**config.mk**
```make
export PLATFORM = sky130hd
export DESIGN_NAME = alu_share_arbiter_flat
export DESIGN_NICKNAME = d
export VERILOG_FILES = /design/src/rtl/alu_share_arbiter_if.sv /design/src/rtl/alu_share_arbiter.sv /design/src/flat_wrapper.sv
export SDC_FILE = /design/constraint.sdc
export NUM_CORES = 1
export LEC_CHECK = 0
export ABC_AREA = 0
export CAP_MARGIN = 20
export CORE_MARGIN = 2
export CORE_UTILIZATION = 38
export CTS_CLUSTER_SIZE = 30
export DETAILED_ROUTE_END_ITERATION = 7
export PLACE_DENSITY = 0.8
export SETUP_SLACK_MARGIN = 0.1
export SLEW_MARGIN = 10
export SYNTH_ARGS = -nofsm -noshare
export SYNTH_HDL_FRONTEND = slang
export SYNTH_SLANG_ARGS = --single-unit
```
**constraint.sdc**
```tcl
create_clock -name clk_i -period 2 [get_ports clk_i]
set_clock_uncertainty 0.05 [all_clocks]
set_input_delay 0.6 -clock clk_i [delete_from_list [all_inputs] [get_ports clk_i]]
set_output_delay 0.6 -clock clk_i [all_outputs]
set_load 0.02 [all_outputs]
```
**src/rtl/alu_share_arbiter_if.sv**
```systemverilog
// Requester-side handshake bundle for alu_share_arbiter.
// Signal suffixes are from the arbiter's point of view.
//   req_valid_i/req_ready_o      : request handshake, bit n = requester n
//   req{0,1}_ctrl_i/_a_i/_b_i    : per-requester ALU code and operands
//   rsp_valid_o/rsp_ready_i      : response handshake, bit n = requester n
//   rsp_data_o                   : shared response data
interface alu_share_arbiter_if #(
    parameter int DATA_W = 32
);
    logic [1:0]        req_valid_i;
    logic [1:0]        req_ready_o;
    logic [4:0]        req0_ctrl_i;
    logic [DATA_W-1:0] req0_a_i;
    logic [DATA_W-1:0] req0_b_i;
    logic [4:0]        req1_ctrl_i;
    logic [DATA_W-1:0] req1_a_i;
    logic [DATA_W-1:0] req1_b_i;
    logic [1:0]        rsp_valid_o;
    logic [1:0]        rsp_ready_i;
    logic [DATA_W-1:0] rsp_data_o;

    // requester side
    modport master (
        output req_valid_i,
        output req0_ctrl_i,
        output req0_a_i,
        output req0_b_i,
        output req1_ctrl_i,
        output req1_a_i,
        output req1_b_i,
        output rsp_ready_i,
        input  req_ready_o,
        input  rsp_valid_o,
        input  rsp_data_o
    );

    // arbiter side
    modport slave (
        input  req_valid_i,
        input  req0_ctrl_i,
        input  req0_a_i,
        input  req0_b_i,
        input  req1_ctrl_i,
        input  req1_a_i,
        input  req1_b_i,
        input  rsp_ready_i,
        output req_ready_o,
        output rsp_valid_o,
        output rsp_data_o
    );
endinterface

```
**src/rtl/alu_share_arbiter.sv**
```systemverilog
// Shares one ALU between the execute stage (requester 0) and an auxiliary
// unit (requester 1). One operation in flight: IDLE -> EXEC -> RESP.
// Ports:
//   clk_i, rst_i     : clock, synchronous active-high reset
//   bus (slave)      : request/response handshakes, see alu_share_arbiter_if
//   alu_ctrl_o/a_o/b_o : latched code and operands to the shared ALU
//   alu_res_i        : shared ALU result, sampled ALU_LAT cycles after issue
//   busy_o           : high whenever not IDLE
// Build option: define ALU_SHARE_RR_EN for round-robin arbitration,
// otherwise requester 0 has fixed priority.
module alu_share_arbiter #(
    parameter int DATA_W  = 32,
    parameter int ALU_LAT = 1
) (
    input  logic              clk_i,
    input  logic              rst_i,
    alu_share_arbiter_if.slave bus,
    output logic [4:0]        alu_ctrl_o,
    output logic [DATA_W-1:0] alu_a_o,
    output logic [DATA_W-1:0] alu_b_o,
    input  logic [DATA_W-1:0] alu_res_i,
    output logic              busy_o
);

    typedef enum logic [1:0] {
        IDLE = 2'd0,
        EXEC = 2'd1,
        RESP = 2'd2
    } state_e;

    localparam logic [3:0] CNT_LAST = 4'(ALU_LAT - 1);

    state_e            state_q, state_d;
    logic [3:0]        cnt_q, cnt_d;
    logic              owner_q, owner_d;
    logic              last_grant_q, last_grant_d;
    logic [4:0]        ctrl_q, ctrl_d;
    logic [DATA_W-1:0] a_q, a_d;
    logic [DATA_W-1:0] b_q, b_d;
    logic [DATA_W-1:0] res_q, res_d;

    logic              grant;
    logic [1:0]        req_ready;
    logic [1:0]        rsp_valid;

`ifdef ALU_SHARE_RR_EN
    // On a tie, alternate away from the last winner.
    always_comb begin
        if (&bus.req_valid_i) begin
            grant = ~last_grant_q;
        end else begin
            grant = bus.req_valid_i[1];
        end
    end
`else
    // Requester 1 only wins when requester 0 is idle.
    always_comb begin
        grant = ~bus.req_valid_i[0];
    end
`endif

    always_comb begin
        state_d      = state_q;
        cnt_d        = cnt_q;
        owner_d      = owner_q;
        last_grant_d = last_grant_q;
        ctrl_d       = ctrl_q;
        a_d          = a_q;
        b_d          = b_q;
        res_d        = res_q;
        req_ready    = 2'b00;
        rsp_valid    = 2'b00;

        unique case (state_q)
            IDLE: begin
                if (bus.req_valid_i[grant]) begin
                    req_ready[grant] = 1'b1;
                    ctrl_d       = grant ? bus.req1_ctrl_i : bus.req0_ctrl_i;
                    a_d          = grant ? bus.req1_a_i : bus.req0_a_i;
                    b_d          = grant ? bus.req1_b_i : bus.req0_b_i;
                    owner_d      = grant;
                    last_grant_d = grant;
                    cnt_d        = 4'd0;
                    state_d      = EXEC;
                end
            end
            EXEC: begin
                cnt_d = cnt_q + 4'd1;
                if (cnt_q == CNT_LAST) begin
                    res_d   = alu_res_i;
                    state_d = RESP;
                end
            end
            RESP: begin
                rsp_valid[owner_q] = 1'b1;
                // No bypass: the next accept happens from IDLE.
                if (bus.rsp_ready_i[owner_q]) begin
                    state_d = IDLE;
                end
            end
            default: begin
                state_d = IDLE;
            end
        endcase
    end

    always_ff @(posedge clk_i) begin
        if (rst_i) begin
            state_q      <= IDLE;
            cnt_q        <= 4'd0;
            owner_q      <= 1'b0;
            last_grant_q <= 1'b1;
            ctrl_q       <= 5'd0;
            a_q          <= '0;
            b_q          <= '0;
            res_q        <= '0;
        end else begin
            state_q      <= state_d;
            cnt_q        <= cnt_d;
            owner_q      <= owner_d;
            last_grant_q <= last_grant_d;
            ctrl_q       <= ctrl_d;
            a_q          <= a_d;
            b_q          <= b_d;
            res_q        <= res_d;
        end
    end

    assign bus.req_ready_o = req_ready;
    assign bus.rsp_valid_o = rsp_valid;
    assign bus.rsp_data_o  = res_q;

    // Always fed from the latches so the ALU inputs hold through EXEC.
    assign alu_ctrl_o = ctrl_q;
    assign alu_a_o    = a_q;
    assign alu_b_o    = b_q;
    assign busy_o     = (state_q != IDLE);

endmodule
```
**src/flat_wrapper.sv**
```systemverilog
// flat-port wrapper written by rule: the top's interface ports become plain ports
module alu_share_arbiter_flat 
#(
    parameter int DATA_W  = 32,
    parameter int ALU_LAT = 1
)
  (clk_i, rst_i, alu_ctrl_o, alu_a_o, alu_b_o, alu_res_i, busy_o, bus_req_valid_i, bus_req0_ctrl_i, bus_req0_a_i, bus_req0_b_i, bus_req1_ctrl_i, bus_req1_a_i, bus_req1_b_i, bus_rsp_ready_i, bus_req_ready_o, bus_rsp_valid_o, bus_rsp_data_o);
  alu_share_arbiter_if #(.DATA_W(DATA_W)) bus_i ();
  input  logic clk_i;
  input  logic rst_i;
  output logic [4:0] alu_ctrl_o;
  output logic [DATA_W-1:0] alu_a_o;
  output logic [DATA_W-1:0] alu_b_o;
  input  logic [DATA_W-1:0] alu_res_i;
  output logic busy_o;
  input wire logic [$bits(bus_i.req_valid_i)-1:0] bus_req_valid_i;
  input wire logic [$bits(bus_i.req0_ctrl_i)-1:0] bus_req0_ctrl_i;
  input wire logic [$bits(bus_i.req0_a_i)-1:0] bus_req0_a_i;
  input wire logic [$bits(bus_i.req0_b_i)-1:0] bus_req0_b_i;
  input wire logic [$bits(bus_i.req1_ctrl_i)-1:0] bus_req1_ctrl_i;
  input wire logic [$bits(bus_i.req1_a_i)-1:0] bus_req1_a_i;
  input wire logic [$bits(bus_i.req1_b_i)-1:0] bus_req1_b_i;
  input wire logic [$bits(bus_i.rsp_ready_i)-1:0] bus_rsp_ready_i;
  output wire logic [$bits(bus_i.req_ready_o)-1:0] bus_req_ready_o;
  output wire logic [$bits(bus_i.rsp_valid_o)-1:0] bus_rsp_valid_o;
  output wire logic [$bits(bus_i.rsp_data_o)-1:0] bus_rsp_data_o;
  assign bus_i.req_valid_i = bus_req_valid_i;
  assign bus_i.req0_ctrl_i = bus_req0_ctrl_i;
  assign bus_i.req0_a_i = bus_req0_a_i;
  assign bus_i.req0_b_i = bus_req0_b_i;
  assign bus_i.req1_ctrl_i = bus_req1_ctrl_i;
  assign bus_i.req1_a_i = bus_req1_a_i;
  assign bus_i.req1_b_i = bus_req1_b_i;
  assign bus_i.rsp_ready_i = bus_rsp_ready_i;
  assign bus_req_ready_o = bus_i.req_ready_o;
  assign bus_rsp_valid_o = bus_i.rsp_valid_o;
  assign bus_rsp_data_o = bus_i.rsp_data_o;
  alu_share_arbiter #(.DATA_W(DATA_W), .ALU_LAT(ALU_LAT)) u_core (.clk_i(clk_i), .rst_i(rst_i), .bus(bus_i), .alu_ctrl_o(alu_ctrl_o), .alu_a_o(alu_a_o), .alu_b_o(alu_b_o), .alu_res_i(alu_res_i), .busy_o(busy_o));
endmodule
```
* Word level (Yosys, flattened, before mapping) *
Index checks and enable logic that the tools add are counted.

word-level totals
  input bits = 176
  register bits after elaboration = 108
  word-level logic and storage cells = 48
  output and inout bits = 106

cells by class
  bitwise gates (word level) = 1
  $add $sub $neg = 1
  reductions and logical operators = 10
  eq/ne operators = 5
  multiplexer cells = 20
  order comparisons = 4

operators with widths
  kind                                                                      number
  32-bit two-way mux                                                        2
  2-bit two-way mux                                                         6
  4-bit case mux with 2 select lines                                        1
  1-bit two-way mux                                                         6
  2-bit by 1-bit inequality test with 1-bit output (second input constant)  3
  2-bit case mux with 3 select lines                                        1
  2-bit AND reduction                                                       3
  5-bit two-way mux                                                         1
  4-bit by 1-bit adder with 4-bit output (second input constant)            1
  4-bit logical NOT                                                         1
  1-bit by 2-bit < comparator with 1-bit output (second input constant)     2
  4-bit two-way mux                                                         1
  2-bit nonzero test                                                        2
  3-bit AND reduction                                                       1
  1-bit demux with 1-bit select                                             2
  2-bit by 1-bit equality test with 1-bit output (second input constant)    1
  2-bit equality test (second input constant)                               1
  1-bit >= comparator (second input constant)                               2
  1-bit logical AND                                                         2
  2-bit logical NOT                                                         1
  1-bit inverter                                                            1

* Logic depth before layout (Yosys ltp) *
  word-level depth = 7
  depth in mapped cells = 7

* Least setup slack after synthesis *
Ideal clock, no wire load.

  path type = input to output
  from = input bus_req_valid_i[0]
  to = output bus_req_ready_o[0]
  buffers on the path = 2
  path slack = 70 ps
  cell stages on the path = 3
  data arrival time = 1280 ps
  cells stage by stage = buf_2 buf_2 and2_1

between the ends
  cells in the longest elaborated chain, start to end = 7

ends and longest elaborated chain
  item                                                                                                        RTL line                 RTL
  from (decl)                                                                                                 flat_wrapper.sv:16       input wire logic [$bits(bus_i.req_valid_i)-1:0] bus_req_valid_i;
  1-bit inverter                                                                                              alu_share_arbiter.sv:58  grant = ~bus.req_valid_i[0];
  1-bit by 2-bit < comparator with 1-bit output (not written as such) or 1-bit >= comparator (tied branches)  alu_share_arbiter.sv:77  req_ready[grant] = 1'b1;
  1-bit logical AND (not written as such)                                                                     alu_share_arbiter.sv:77
  1-bit two-way mux (not written as such)                                                                     alu_share_arbiter.sv:77
  1-bit demux with 1-bit select                                                                               -
  2-bit two-way mux (*)                                                                                       alu_share_arbiter.sv:76  if (bus.req_valid_i[grant]) begin
  2-bit two-way mux (*)                                                                                       alu_share_arbiter.sv:74  unique case (state_q)
  to (decl)                                                                                                   flat_wrapper.sv:24       output wire logic [$bits(bus_i.req_ready_o)-1:0] bus_req_ready_o;

Every way passes the cells marked *; elsewhere a longest branch is shown, timed or not. The select of a mux whose other input is x is not followed.

* Final worst setup path *
  from = register u_core.state_q[1]
  to = output bus_req_ready_o[1]

between the ends
  cells in the longest elaborated chain, start to end = 2

ends and longest elaborated chain
  item                    RTL line                  RTL
  from (decl)             alu_share_arbiter.sv:33   state_e state_q, state_d;
  from (signal assigned)  alu_share_arbiter.sv:118  state_q <= state_d;
  2-bit logical NOT       alu_share_arbiter.sv:74
  2-bit two-way mux       alu_share_arbiter.sv:74

No other way between the ends.

==> results.md <==
- Peak supply drop: ~0.00043 V
- Worst endpoint required time: between 1 and 1.5 ns
- Critical path type: register to primary output
- Clock Tree Root: clkbuf_16
- Type of origin of the critical path: register
- Fill cells: approximately 1.1k
- Gr usage total: about 23%
- Slowest Stage Delay on Critical Path: 0.37 ns
- Clock tree buffer depth: 2
- R2R Path End: u_core.alu_ctrl_o[4]$_SDFFE_PP0P_
- Largest net degree at the start of global routing: between 50 and 60
- Die footprint: around 14000 um^2
- Slew Limit Headroom: roughly 70%
- Clk slew on worst S/H paths: around 0.070 ns
- I/O pins: roughly 280
- Pwr Total: approximately 6900 uW
- Final layout net count: between 900 and 1k
- Total routed wirelength: around 16000 um
- Final Setup Violations: 0
- Placed Cells: 929
- Cells along the critical path: nor2_4, buf_6, nand2_1, nor2_2, buf_6
- Rows: between 40 and 50
- Total grt overflow: 0
- Syn Std Cell Area: 4918 um^2
- Fmax: between 0.5 and 0.6 GHz
- Share of cells above drive strength 1: 8.226%
- Die Wd: 117.8 um
- Final Instance Area: around 8200 um^2
- Hold Vio Cnt, Final: 0
- Cts bufs inserted: 9
- Period utilization: 93.74%
- Crit path buffers/inverters: 2
- First-pass GRT wire length: ~26000 um
- Status: finished, final reports clean
- RePlAce Congestion: approximately 0.81
- Drt pass-1 iters: 4
- Worst Hold End: u_core.alu_a_o[3]$_SDFFE_PP0P_
- # diodes: 0
- Avg Cell Area, Syn: 9.663 um^2
- Synthesis Warnings: 0
- Fin cells: 950
- CP max FO: 6
- HP Class: register to register
- Register bit count reported by yosys: approximately 110
- TritonCTS sink count: 108
- Yosys cell types: 34
- Routed Antenna Nets: 0
- Slew Limit Fails: 0
- CTS tree: yes
- Arr. time, crit path: approximately 1.2 ns
- CP max stage cell: dfxtp_4
- HP Start: u_core.alu_a_o[3]$_SDFFE_PP0P_
- Synthesized Nets: slightly below 700
- Routed len/inst: 17.08 um
- Max-Cap Viols: 0
- Area after detailed placement: roughly 7900 um^2
- Initial drt markers: between 200 and 300
- Post-synth EDFFs: 0
- RSZ-0062 raised after global routing: true
- Min cycle time layout: 1.875 ns
- Worst R2R Start: u_core.state_q[1]$_SDFFE_PP0P_
- CP delay by family, top: flip-flops
- Worst reg-to-reg setup slack: around 0.34 ns
- Die span in y: about 120 um
- Ys async rst share: 0%
- Synth Flop Type: dfxtp_1
- PwrDens: roughly 840 nW/um^2
- Drt drc: 0
- Starting density of the core: between 30 and 40%
- Skew-Pair Late Insertion Delay: between 0.3 and 0.4 ns
- Hold Path Depth: 2
- LEAKAGE: 0.003553 uW
- Area Growth Syn to Fin: 65.96%
- Core area: roughly 13000 um^2
- Hold buffers post-CTS: 0
- R2r worst-path depth: 7
- Worst slew pin tran: ~0.45 ns
- Input/output buffers: around 280
- Post-DP HPWL: around 12000 um
- Sequential share of the synthesized area: between 40 and 50%
- H-tree levels: 3
- Antenna violations before repair: 0
- CP dominant cell by count: buf_6
- Vias in the first global route: roughly 5k
- Vias per cell: 5.277
- Post-synthesis instance total: slightly above 500
- Routed via count: 5013
- Crit. End Element: primary output
[layout by cell type, fill, tap and decap left out, types with 3 or more instances in the layout]
master / netlist / routed
nor2_1: 4 / 3
mux2i_1: 70 / 70
a31o_1: 30 / 30
buf_4: 0 / 22
dfxtp_1: 108 / 105
a21oi_1: 105 / 105
nand2_1: 5 / 5
buf_12: 0 / 8
clkbuf_16: 0 / 9
a211oi_1: 69 / 69
clkdlybuf4s50_1: 0 / 172
nand2b_1: 33 / 33
dlygate4sd2_1: 0 / 101
[where the power goes]
group          internal [uW]  switching, uW  total [uW]
Sequential              2470            176        2650
Combinational           1110           1300        2420
Clock                   1040            774        1820
[tightest hold or removal path, delay by kind of cell (launching register included)]
family,cells,cell delay [ns]
DFF,1,0.31
AOI/OAI and AO/OA,2,0.16
[what timing repair did]
action	in CTS	in global routing
endpoints found under the setup margin	106	7
setup buffers	3	2
pin swaps	1	1
gates resized for setup	122	7
[kinds of logic after synthesis]
logic type	count (synthesis)	share of synthesized area [%]
compound gates	212	27.91
xor+xnor	1	0.1781
fa+ha+maj	2	0.5087
buf+inv	61	6.360
flops	108	43.96
mux	70	14.25
simple gates	55	6.843
[flip-flops by register name, indices dropped and copies added (netlist names)]
signal                 flops
u_core.alu_ctrl_o          5
u_core.alu_b_o            32
u_core.state_q             2
u_core.cnt_q               4
u_core.alu_a_o            32
u_core.bus.rsp_data_o     32
u_core.owner_q             1
[area by class of cell]
type	instances	area (um^2)	area share [%]
timing repair buffer	310	2993	36.66
multi-input combinational	340	2466	30.21
sequential	108	2168	26.56
clock buffer	13	260.3	3.188
tap	172	215.2	2.636
clock inverter	3	45.04	0.5518
inverter	4	15.01	0.1839
[cells in the mapped netlist, types with 2 or more instances]
library cell	instances	share of area (%)
a211oi_1	69	11
a21oi_1	105	11
a31o_1	30	5.3
a31o_2	2	0.36
and2_1	2	0.25
buf_2	25	2.5
buf_6	7	1.6
clkbuf_1	24	1.8
dfxtp_1	108	44
ha_1	2	0.51
inv_1	2	0.15
mux2i_1	70	14
nand2_1	5	0.38
nand2b_1	33	4.2
nor2_1	4	0.31
o211ai_1	2	0.31
o31ai_1	2	0.31
[per-layer routing]
layer | global-route usage (%) | wire, um | vias to the layer above
met2 | 42.04 | 8351 | 193
met5 | 0 | 0 | -
met1 | 25.48 | 6458 | 2385
li1 | - | - | 2413
met3 | 6.541 | 1120 | 22
met4 | 6.401 | 299 | 0
[how the worst max path moves through the flow]
stage	start	endpoint	slack, ns	cells after the start
floorplan	bus_req_valid_i[0]	bus_req_ready_o[0]	0.1	3
global placement	bus_req_valid_i[1]	bus_req_ready_o[1]	-0.48	4
detailed placement	bus_req_valid_i[1]	bus_req_ready_o[1]	-0.46	4
CTS	bus_req_valid_i[1]	bus_req_ready_o[1]	-0.002	4
global route	u_core.state_q[1]$_SDFFE_PP0P_	bus_req_ready_o[1]	0.05	5
finish	u_core.state_q[1]$_SDFFE_PP0P_	bus_req_ready_o[1]	0.13	5
[per-stage QoR]
step | utilization, % | hold WS [ns] | worst slack [ns] | setup TNS (ns)
2_1_floorplan | - | 0.4045 | 0.09568 | 0
3_3_place_gp | 62.93 | 0.4421 | -0.4785 | -6.978
3_5_place_dp | 62.93 | 0.4634 | -0.4604 | -8.623
4_1_cts | 64.54 | 0.4690 | -0.001678 | -0.001678
5_1_grt | 64.68 | 0.4855 | 0.05494 | 0
6_report | 64.68 | 0.4646 | 0.1252 | 0
Note: power is estimated with default switching activity, not from simulation.
